File: src/rtl/cld_clk_gate_ctrl.sv
`timescale 1ns/1ps
// Multi-channel clock-gate controller: per-channel req/ack wake, idle hysteresis, DFT overrides.
// Define CLD_CLK_GATE_STAT_EN to add per-channel saturating OFF-cycle counters (stat_clr_i / stat_cnt_o).

module cld_clk_gate_leaf (
    input  logic clk_i,
    input  logic en_i,
    input  logic test_en_i,
    output logic gclk_o
);
    logic en_lat;

    // NOTE: this latch is intended; it freezes the enable through the high phase so gclk_o cannot glitch.
    always_latch begin
        if (!clk_i) en_lat <= en_i | test_en_i;
    end

    assign gclk_o = clk_i & en_lat;
endmodule

module cld_clk_gate_ctrl #(
    parameter int NUM_CH   = 4,
    parameter int IDLE_W   = 8,
    parameter int WAKE_LAT = 2
) (
    input  logic                 clk_i,
    input  logic                 rst_i,
    input  logic                 dft_mode_test_mode_i,
    input  logic                 dft_mode_scan_mode_i,
    input  logic                 dft_mode_scan_shift_i,
    input  logic                 dft_mode_mbist_mode_i,
    input  logic [NUM_CH-1:0]    req_i,
    input  logic [NUM_CH-1:0]    sw_en_i,
    input  logic [IDLE_W-1:0]    idle_thr_i,
`ifdef CLD_CLK_GATE_STAT_EN
    input  logic                 stat_clr_i,
    output logic [NUM_CH*16-1:0] stat_cnt_o,
`endif
    output logic [NUM_CH-1:0]    ack_o,
    output logic [NUM_CH-1:0]    gated_o,
    output logic [NUM_CH-1:0]    gclk_o
);
    localparam int WCNT_W = $clog2(WAKE_LAT + 1);

    typedef enum logic [1:0] {
        ST_OFF,
        ST_WAKE,
        ST_ON,
        ST_IDLE
    } state_e;

    logic [1:0] rst_sync_q;
    logic       rst_int;
    logic       dft_force;
    logic       unused_scan_mode;

    // Reset asserts immediately but releases two clk_i edges later, aligned to the clock.
    // NOTE: sequential state always uses non-blocking (<=) so every flop samples pre-edge values.
    always_ff @(posedge clk_i or posedge rst_i) begin
        if (rst_i) rst_sync_q <= 2'b11;
        else       rst_sync_q <= {rst_sync_q[0], 1'b0};
    end

    assign rst_int          = rst_sync_q[1];
    assign dft_force        = dft_mode_test_mode_i | dft_mode_mbist_mode_i;
    assign unused_scan_mode = dft_mode_scan_mode_i;

    for (genvar ch = 0; ch < NUM_CH; ch++) begin : g_ch
        state_e            state_q, state_d;
        logic [WCNT_W-1:0] wcnt_q, wcnt_d;
        logic [IDLE_W-1:0] icnt_q, icnt_d;
        logic              act;
        logic              fen;

        assign act = req_i[ch] | sw_en_i[ch];

        always_ff @(posedge clk_i or posedge rst_int) begin
            if (rst_int) begin
                state_q <= ST_OFF;
                wcnt_q  <= '0;
                icnt_q  <= '0;
            end else begin
                state_q <= state_d;
                wcnt_q  <= wcnt_d;
                icnt_q  <= icnt_d;
            end
        end

        // NOTE: every output of this block gets a default first, so no path can leave a latch behind.
        always_comb begin
            state_d = state_q;
            wcnt_d  = wcnt_q;
            icnt_d  = icnt_q;
            unique case (state_q)
                ST_OFF: begin
                    if (act) begin
                        state_d = ST_WAKE;
                        wcnt_d  = WCNT_W'(1);
                    end
                end
                ST_WAKE: begin
                    // act is ignored here so a started wake always reaches ack.
                    if (wcnt_q == WCNT_W'(WAKE_LAT)) state_d = ST_ON;
                    else                             wcnt_d  = wcnt_q + 1'b1;
                end
                ST_ON: begin
                    if (!act) begin
                        if (idle_thr_i == '0) begin
                            state_d = ST_OFF;
                        end else begin
                            state_d = ST_IDLE;
                            icnt_d  = IDLE_W'(1);
                        end
                    end
                end
                ST_IDLE: begin
                    if (act) begin
                        state_d = ST_ON;
                        icnt_d  = '0;
                    end else if (icnt_q >= idle_thr_i) begin
                        state_d = ST_OFF;
                    end else if (icnt_q != '1) begin
                        icnt_d = icnt_q + 1'b1;
                    end
                end
                default: state_d = ST_OFF;
            endcase
        end

        assign fen         = (state_q != ST_OFF);
        assign ack_o[ch]   = (state_q == ST_ON) || (state_q == ST_IDLE);
        assign gated_o[ch] = ~fen;

        cld_clk_gate_leaf u_leaf (
            .clk_i     (clk_i),
            .en_i      (fen | dft_force),
            .test_en_i (dft_mode_scan_shift_i),
            .gclk_o    (gclk_o[ch])
        );

`ifdef CLD_CLK_GATE_STAT_EN
        logic [15:0] stat_q;

        // Clear wins over the increment in the same cycle.
        always_ff @(posedge clk_i or posedge rst_int) begin
            if (rst_int)                                  stat_q <= '0;
            else if (stat_clr_i)                          stat_q <= '0;
            else if (state_q == ST_OFF && stat_q != '1)   stat_q <= stat_q + 16'd1;
        end

        assign stat_cnt_o[ch*16 +: 16] = stat_q;
`endif
    end
endmodule

File: config.mk
export PLATFORM = sky130hd
export DESIGN_NAME = cld_clk_gate_ctrl
export DESIGN_NICKNAME = d
export VERILOG_FILES = /design/src/rtl/cld_clk_gate_ctrl.sv
export SDC_FILE = /design/constraint.sdc
export NUM_CORES = 1
export LEC_CHECK = 0
export ABC_AREA = 1
export BUFFER_PORTS_ARGS = -buffer_cell sky130_fd_sc_hd__buf_4
export CAP_MARGIN = 20
export CORE_MARGIN = 2
export CORE_UTILIZATION = 27
export CTS_CLUSTER_DIAMETER = 150
export CTS_CLUSTER_SIZE = 16
export DETAILED_ROUTE_END_ITERATION = 16
export MAX_ROUTING_LAYER = met4
export SLEW_MARGIN = 20
export SYNTH_ARGS = -nofsm -noshare
export SYNTH_HDL_FRONTEND = slang
export SYNTH_HIERARCHICAL = 1
export SYNTH_SLANG_ARGS = --single-unit
File: constraint.sdc
create_clock -name clk_i -period 1.65 [get_ports clk_i]
set_clock_uncertainty 0.05 [all_clocks]
set_input_delay 0.165 -clock clk_i [delete_from_list [all_inputs] [get_ports clk_i]]
set_output_delay 0.165 -clock clk_i [all_outputs]
set_load 0.005 [all_outputs]
Word-level counts from Yosys, hierarchy flattened
Index checks and enable logic that the tools add are counted.
Operators by class
  add/sub/neg operators: 8
  magnitude comparators: 4
  equality and inequality tests: 52
  mux-type cells: 58
  bitwise gates (word level): 21
  reductions and logical operators: 33
Operators by type and width (number)
  $mux 8: 17
  $pmux 8 s2: 4
  $mux 2: 25
  $ne 2x2->1 const B: 20
  $ne 3x3->1 const B: 12
  $add 8x1->8 const B: 4
  $ge 8x8->1: 4
  $ne 8x8->1 const B: 4
  $pmux 2 s4: 4
  $eq 2x2->1 const B: 12
  $reduce_bool 2->1: 12
  $reduce_and 5->1: 4
  $pmux 2 s2: 4
  $reduce_and 4->1: 4
  $or 1x1->1: 13
  $reduce_and 3->1: 4
  $add 2x1->2 const B: 4
  $eq 2x1->1 const B: 4
  $logic_not 2->1: 4
  $logic_not 8->1: 1
  $and 1x1->1: 4
  $logic_or 1x1->1: 4
  $mux 1: 4
  $not 1->1: 4
Storage, ports and cells
  flip-flop bits (word level): 50
  bits in latches: 4
  input bits: 22
  output and inout bits: 12
  word-level logic and storage cells: 193

Depth between registers and ports, before layout
Gate-level depths: netlist of run 1.
  depth in word-level cells: 5
  gate-level depth with buffers: 15
  gate-level depth less buffers: 15

By module
Netlist of run 1, hierarchy kept.
Modules (own cells, without submodules)
  cld_clk_gate_ctrl: times used 1, cells an instance 571, area each 3990.1 sq um, sequential area each 1253.7 sq um
  cld_clk_gate_leaf: times used 4, cells an instance 6, area each 33.8 sq um, sequential area each 0.0 sq um

==> results of run 1 <==
metal layers:
| layer | track usage, % | wire length (µm) |
|---|---|---|
| met1 | 17.70 | 5193 |
| met3 | 2.931 | 367 |
| met2 | 21.58 | 4836 |
| met4 | 3.943 | 81 |
| met5 | - | 0 |
Yosys cell counts (all sizes together), types with 4 or more instances:
library cell,n
nand2,193
inv,89
nor2,75
nand3,56
dfrtp,48
ha,40
a21oi,24
o21ai,12
nor3,8
nand4,7
clkbuf,6
xor2,6
dlxtn,4
nand3b,4
nor3b,4
o21bai,4
xnor2,4
area by class of cell:
cell class | count | area [µm²] | share of cell area [%]
tap | 188 | 235.2 | 3.983
timing repair buffer | 120 | 945.9 | 16.02
clock buffer | 13 | 259.0 | 4.386
multi-input combinational | 446 | 2759 | 46.72
inverter | 87 | 354.1 | 5.996
sequential | 54 | 1316 | 22.29
clock inverter | 7 | 36.28 | 0.6144
power by group:
part,switching [mW],internal [mW],total (mW)
clock network,0.724,1.15,1.87
logic,2.20,1.62,3.82
registers,0.151,1.58,1.73
total,3.07,4.35,7.42
worst max-delay path: stages, from the launching register on:
cell and delay (ns):
dlxtn_2 0.40, nand2_1 0.04, inv_1 0.05, buf_4 0.10
registers in the layout (all words and copies together) (netlist names):
| register | flops |
|---|---|
| g_ch.wcnt_q | 8 |
| g_ch.state_q | 8 |
| rst_sync_q | 2 |
| g_ch.u_leaf/en_lat | 4 |
| g_ch.icnt_q | 32 |
timing repair:
action,CTS,global route
setup endpoints to repair,46,48
resized for setup,33,61
pin swaps,14,35
setup buffers,7,6
endpoints found under the hold margin,2,0
gates cloned,2,0
hold buffers,1,0
final timing paths:
path / start / to / slack (ns) / cells past startpoint
max: g_ch[0].u_leaf/en_lat$_DLATCH_N_ / gclk_o[0] / -0.42 / 3
min: dft_mode_scan_shift_i / g_ch[2].u_leaf/en_lat$_DLATCH_N_ / 0.007 / 3
max reg2reg: g_ch[2].icnt_q[5]$_DFFE_PP0P_ / g_ch[2].icnt_q[4]$_DFFE_PP0P_ / -0.11 / 9
min reg2reg: rst_sync_q[1]$_DFF_PP1_ / g_ch[3].wcnt_q[1]$_DFFE_PP0P_ / 0.25 / 2
max in group asynchronous: rst_sync_q[1]$_DFF_PP1_ / g_ch[0].icnt_q[0]$_DFFE_PP0P_ / 1.07 / 2
min in group asynchronous: rst_sync_q[1]$_DFF_PP1_ / g_ch[3].wcnt_q[1]$_DFFE_PP0P_ / 0.25 / 2
per-stage QoR:
step                TNS [ns]  utilization, %  total power [mW]  std cells
floorplan                  0               -             4.010        595
global placement      -5.446           34.29             5.276        887
detailed placement    -5.812           34.29             5.313        887
CTS                   -3.140           37.11             7.189        909
global route          -9.359           39.14             8.099        915
finish                -3.773           39.14             7.420        915
cells by family after synthesis:
kind of cell,after synthesis,synth area share [%]
latches,4,1.456
fa+ha+maj,40,12.13
xor+xnor,10,2.123
simple gates,347,37.64
flops,50,30.39
compound gates,46,6.612
buf+inv,97,9.554
other cells,1,0.09090
==> impl_metrics.py, run 1 <==
metrics = {
    "status": {
        "status": "finished, violations left",
        "violations": "setup timing",
    },
    "yosys": {
        "netlist_area_mm2": 0.004125,
        "async_flop_share_pct": 92.59,
        "synth-seq-cells": 54,
        "yosys_most_used_dff": "dfrtp_1",
        "synth.distinct_cells": 33,
        "synth_edf_count": 0,
        "synth.area.top_cells": "dfrtp_1 (29%), nand2_1 (17%), ha_1 (12%)",
        "syn_nets": 657,
        "synth_cells": 595,
        "synth_top_area_share_pct": 29.12,
        "synth_warnings": 6,
        "yosysTopAreaCell": "dfrtp_1",
        "synth_area_per_cell_um2": 6.933,
    },
    "worst_setup_path": {
        "cp_data_arrival_time_ns": 1.85,
        "crit_type": "latch -> out",
        "cp-end-kind": "output pin",
        "crit_fanout": 1,
        "startpoint_type": "latch",
        "required_ns": 1.43,
    },
    "pwr": {
        "leakagePower_nw": 3.169,
        "p_per_area_mw_per_mm2": 1256,
        "ir_drop_mv": 1.096,
    },
    "sta": {
        "finalWorstSetupSlack_ns": -0.4196,
        "hold_violations": 0,
        "hold_slack_ns": 0.006688,
        "final-max-slew-violation-count": 0,
        "setup_violations": 42,
        "rsz0062_at_grt": "true",
    },
    "detailed_routing": {
        "routed_wl_um": 10480,
        "num_vias": 4079,
        "dr.pass1.iters": 4,
        "ant_nets": 0,
        "wl_per_cell_um": 11.45,
        "vias_per_cell": 4.458,
        "drtIter0Drc": 230,
        "drc": 0,
    },
    "placement": {
        "placed_area_mm2": 0.005174,
        "place_congestion": 0.8555,
        "io_buffers": 32,
        "pre_cts_ws_ns": -0.2101,
        "dpl.hpwl_um": 7440,
    },
    "floorplanning": {
        "die_area_mm2": 0.01628,
        "rows": 45,
        "die_h_um": 127.6,
        "start_util_pct": 27.34,
        "num_io_pins": 34,
        "fp.coreArea_mm2": 0.01509,
        "die_x_um": 127.6,
    },
    "global_routing": {
        "grt_pass1_wl_um": 17660,
        "first_global_vias": 4025,
        "grtUsageTotal_pct": 13.67,
        "antenna_found_initial": 0,
        "grt_max_degree": 49,
        "overflow": 0,
    },
    "layout": {
        "fillers": 1558,
        "nets": 788,
        "diodes": 0,
        "layout-drive-gt1-share_pct": 32.87,
        "layout_common_cells": "nand2_1 (134), buf_4 (113), inv_1 (84), nor2_1 (65), nand2_2 (50)",
        "final_common_cell": "nand2_1",
        "design_area_mm2": 0.005906,
        "area_delta_synth_final_pct": 43.16,
    },
    "clock_tree": {
        "path_clk_slew_ns": 0.07,
        "clk_latency_ns": 0.41,
        "cts_tree": "built",
    },
    "job": {
        "drv_cap": 0,
    },
    "min_path": {
        "hold_path.class": "in -> latch",
    },
}
No activity file was read; power rests on OpenSTA's default activity.
==> run 2: changes to the inputs <==
--- a/config.mk
+++ b/config.mk
@@ -9,11 +9,12 @@
 export BUFFER_PORTS_ARGS = -buffer_cell sky130_fd_sc_hd__buf_4
 export CAP_MARGIN = 20
 export CORE_MARGIN = 2
-export CORE_UTILIZATION = 27
+export CORE_UTILIZATION = 55
 export CTS_CLUSTER_DIAMETER = 150
 export CTS_CLUSTER_SIZE = 16
 export DETAILED_ROUTE_END_ITERATION = 16
 export MAX_ROUTING_LAYER = met4
+export PLACE_DENSITY = 0.77
 export SLEW_MARGIN = 20
 export SYNTH_ARGS = -nofsm -noshare
 export SYNTH_HDL_FRONTEND = slang
==> run 2 against run 1 <==
The flow still finishes with violations (setup timing). Sequential share of layout area shrank 0.071 points. Routed wire length increased by 25%. Register-to-register slack worse by 0.09 ns. Worst setup slack worse by 0.0011 ns. Worst hold slack better by 0.088 ns. First-iteration DRC count is 42% higher. Critical path depth unchanged. Sequential power barely moved. Count of clock-buffer cells in the layout grew 1. Non-clock buffer count is 1 lower. Power is 2.2% lower. Highest routed layer unchanged.
==> impl_metrics.py, run 2 (synthesis gave the netlist of run 1 again) <==
metrics = {
    "clock_tree": {
        "clk_latency_ns": 0.42,
        "cts_tree": "built",
        "path_clk_slew_ns": 0.10,
    },
    "layout": {
        "largest_reg_flops": 32,
        "top_regs": "g_ch.icnt_q: 32 flops, g_ch.state_q: 8 flops, g_ch.wcnt_q: 8 flops",
        "nets": 788,
        "utilization_pct": 81.68,
        "layout_common_cells": "nand2_1 (132), buf_4 (113), inv_1 (82), nor2_1 (59), nand2_2 (53)",
        "layout-drive-gt1-share_pct": 36.45,
        "design_area_mm2": 0.005924,
        "area_delta_synth_final_pct": 43.62,
        "final_common_cell": "nand2_1",
        "fillers": 445,
        "diodes": 0,
        "top_register": "g_ch.icnt_q",
    },
    "floorplanning": {
        "rows": 31,
        "die_area_mm2": 0.008209,
        "die_x_um": 90.61,
        "num_io_pins": 34,
        "die_h_um": 90.61,
        "start_util_pct": 56.87,
        "fp.coreArea_mm2": 0.007253,
    },
    "pwr": {
        "ir_drop_mv": 1.047,
        "p_total_mw": 7.260,
        "p_per_area_mw_per_mm2": 1225,
        "seq_power_share_pct": 24.1,
        "p_int_mw": 4.014,
        "p_sw_share_pct": 44.72,
        "p_sw_mw": 3.246,
        "power_frac_comb_pct": 57.3,
        "p_clk_share_pct": 18.6,
        "leakagePower_nw": 3.111,
    },
    "sta": {
        "finalWorstSetupSlack_ns": -0.4208,
        "final-max-slew-violation-count": 0,
        "rsz0062_at_grt": "true",
        "setup_violations": 47,
        "hold_violations": 0,
    },
    "status": {
        "violations": "setup timing",
        "status": "finished, violations left",
    },
    "worst_setup_path": {
        "crit_type": "latch -> out",
        "crit_fanout": 1,
        "crit_slowest_cell": "dlxtn_1",
        "cp-end-kind": "output pin",
        "reg2reg_slack_ns": -0.20,
        "path_cells": "nand2_1 -> inv_1 -> buf_4",
        "critical_path.max_stage_delay_ns": 0.40,
        "cp_data_arrival_time_ns": 1.86,
        "startpoint_type": "latch",
        "required_ns": 1.43,
    },
    "job": {
        "drv_cap": 0,
    },
    "global_routing": {
        "grtUsageTotal_pct": 27.74,
        "overflow": 0,
        "use_met3_pct": 4.341,
        "top_usage_layer": "met2",
        "use_met1_pct": 32.36,
        "met2_usage_pct": 48.32,
        "antenna_found_initial": 0,
        "grt_max_degree": 26,
        "first_global_vias": 4248,
        "grt_pass1_wl_um": 18250,
    },
    "placement": {
        "io_buffers": 32,
        "dpl.hpwl_um": 7421,
        "placed_area_mm2": 0.004995,
        "place_congestion": 0.8715,
    },
    "detailed_routing": {
        "routed_wl_um": 13080,
        "vias_per_cell": 5.573,
        "wl_per_cell_um": 15.83,
        "drtIter0Drc": 327,
        "dr.pass1.iters": 6,
        "num_vias": 4603,
        "drc": 0,
        "ant_nets": 0,
    },
    "min_path": {
        "hold_path.class": "in -> reg",
    },
}
run 2: cell count changes in the layout (fill, tap and decap cells not counted), sizes merged:
cell | before | now
buf | 123 | 121
clkbuf | 9 | 10
clkinvlp | 1 | 0
dlygate4sd3 | 1 | 2
nand2 | 195 | 196
run 2: power by group through the flow:
stage          sequential [mW]  clock, mW  combinational (mW)
2_1_floorplan             1.78     0.0981                2.13
3_3_place_gp              1.73      0.235                3.17
3_5_place_dp              1.75      0.235                3.27
4_1_cts                   1.73       1.34                3.55
5_1_grt                   1.77       1.44                4.60
6_report                  1.75       1.35                4.16
run 2: path summary, 6_finish.rpt:
kind,from,end,cells past startpoint
worst min register to register,rst_sync_q[1]$_DFF_PP1_,g_ch[3].state_q[1]$_DFFE_PP0P_,2
worst max register to register,g_ch[0].icnt_q[0]$_DFFE_PP0P_,g_ch[0].icnt_q[6]$_DFFE_PP0P_,11
worst min-delay path,req_i[1],g_ch[1].icnt_q[1]$_DFFE_PP0P_,6
min in group asynchronous,rst_sync_q[1]$_DFF_PP1_,g_ch[3].state_q[1]$_DFFE_PP0P_,2
worst max-delay path,g_ch[2].u_leaf/en_lat$_DLATCH_N_,gclk_o[2],3
max in group asynchronous,rst_sync_q[1]$_DFF_PP1_,g_ch[0].icnt_q[1]$_DFFE_PP0P_,2
run 2: through the flow:
step / std cells / hold slack [ns] / TNS [ns] / worst slack (ns)
final: 826 / 0.09470 / -5.642 / -0.4208
after global routing: 826 / 0.1255 / -8.862 / -0.4725
after CTS: 810 / 0.07094 / -3.115 / -0.4324
after detailed placement: 789 / 0.1629 / -7.385 / -0.2422
after global placement: 789 / 0.1582 / -5.232 / -0.1788
after floorplan: 595 / 0.02650 / 0 / 0
run 2: timing repair:
action	4_1_cts	5_1_grt
resized for setup	50	81
pin swaps	27	43
endpoints found under the hold margin	4	0
hold buffers	2	0
buffers inserted	4	16
setup endpoints to repair	48	48
cloned	3	0
run 2: layout make-up:
class / count / area, µm² / area share, %
Multi-Input combinational cell: 447 / 3007 / 50.75
Sequential cell: 54 / 1316 / 22.22
Timing Repair Buffer: 119 / 933.4 / 15.76
Inverter: 87 / 354.1 / 5.977
Clock buffer: 14 / 161.4 / 2.724
Tap cell: 99 / 123.9 / 2.091
Clock inverter: 6 / 28.78 / 0.4857
run 2: per-layer routing:
metal  part of all wire, %  wire [µm]  vias to the layer above
li1                      -          -                     2150
met1                    38       4966                     2160
met4                   4.1        539                        0
met3                   5.9        769                       61
met5                     0          0                        -
met2                    52       6804                      232
run 2: worst max-delay path: cells and delay by family, from the launching register on:
| kind | cells | cell delay, ns |
|---|---|---|
| buf+inv | 2 | 0.15 |
| simple gates | 1 | 0.05 |
| latches | 1 | 0.40 |
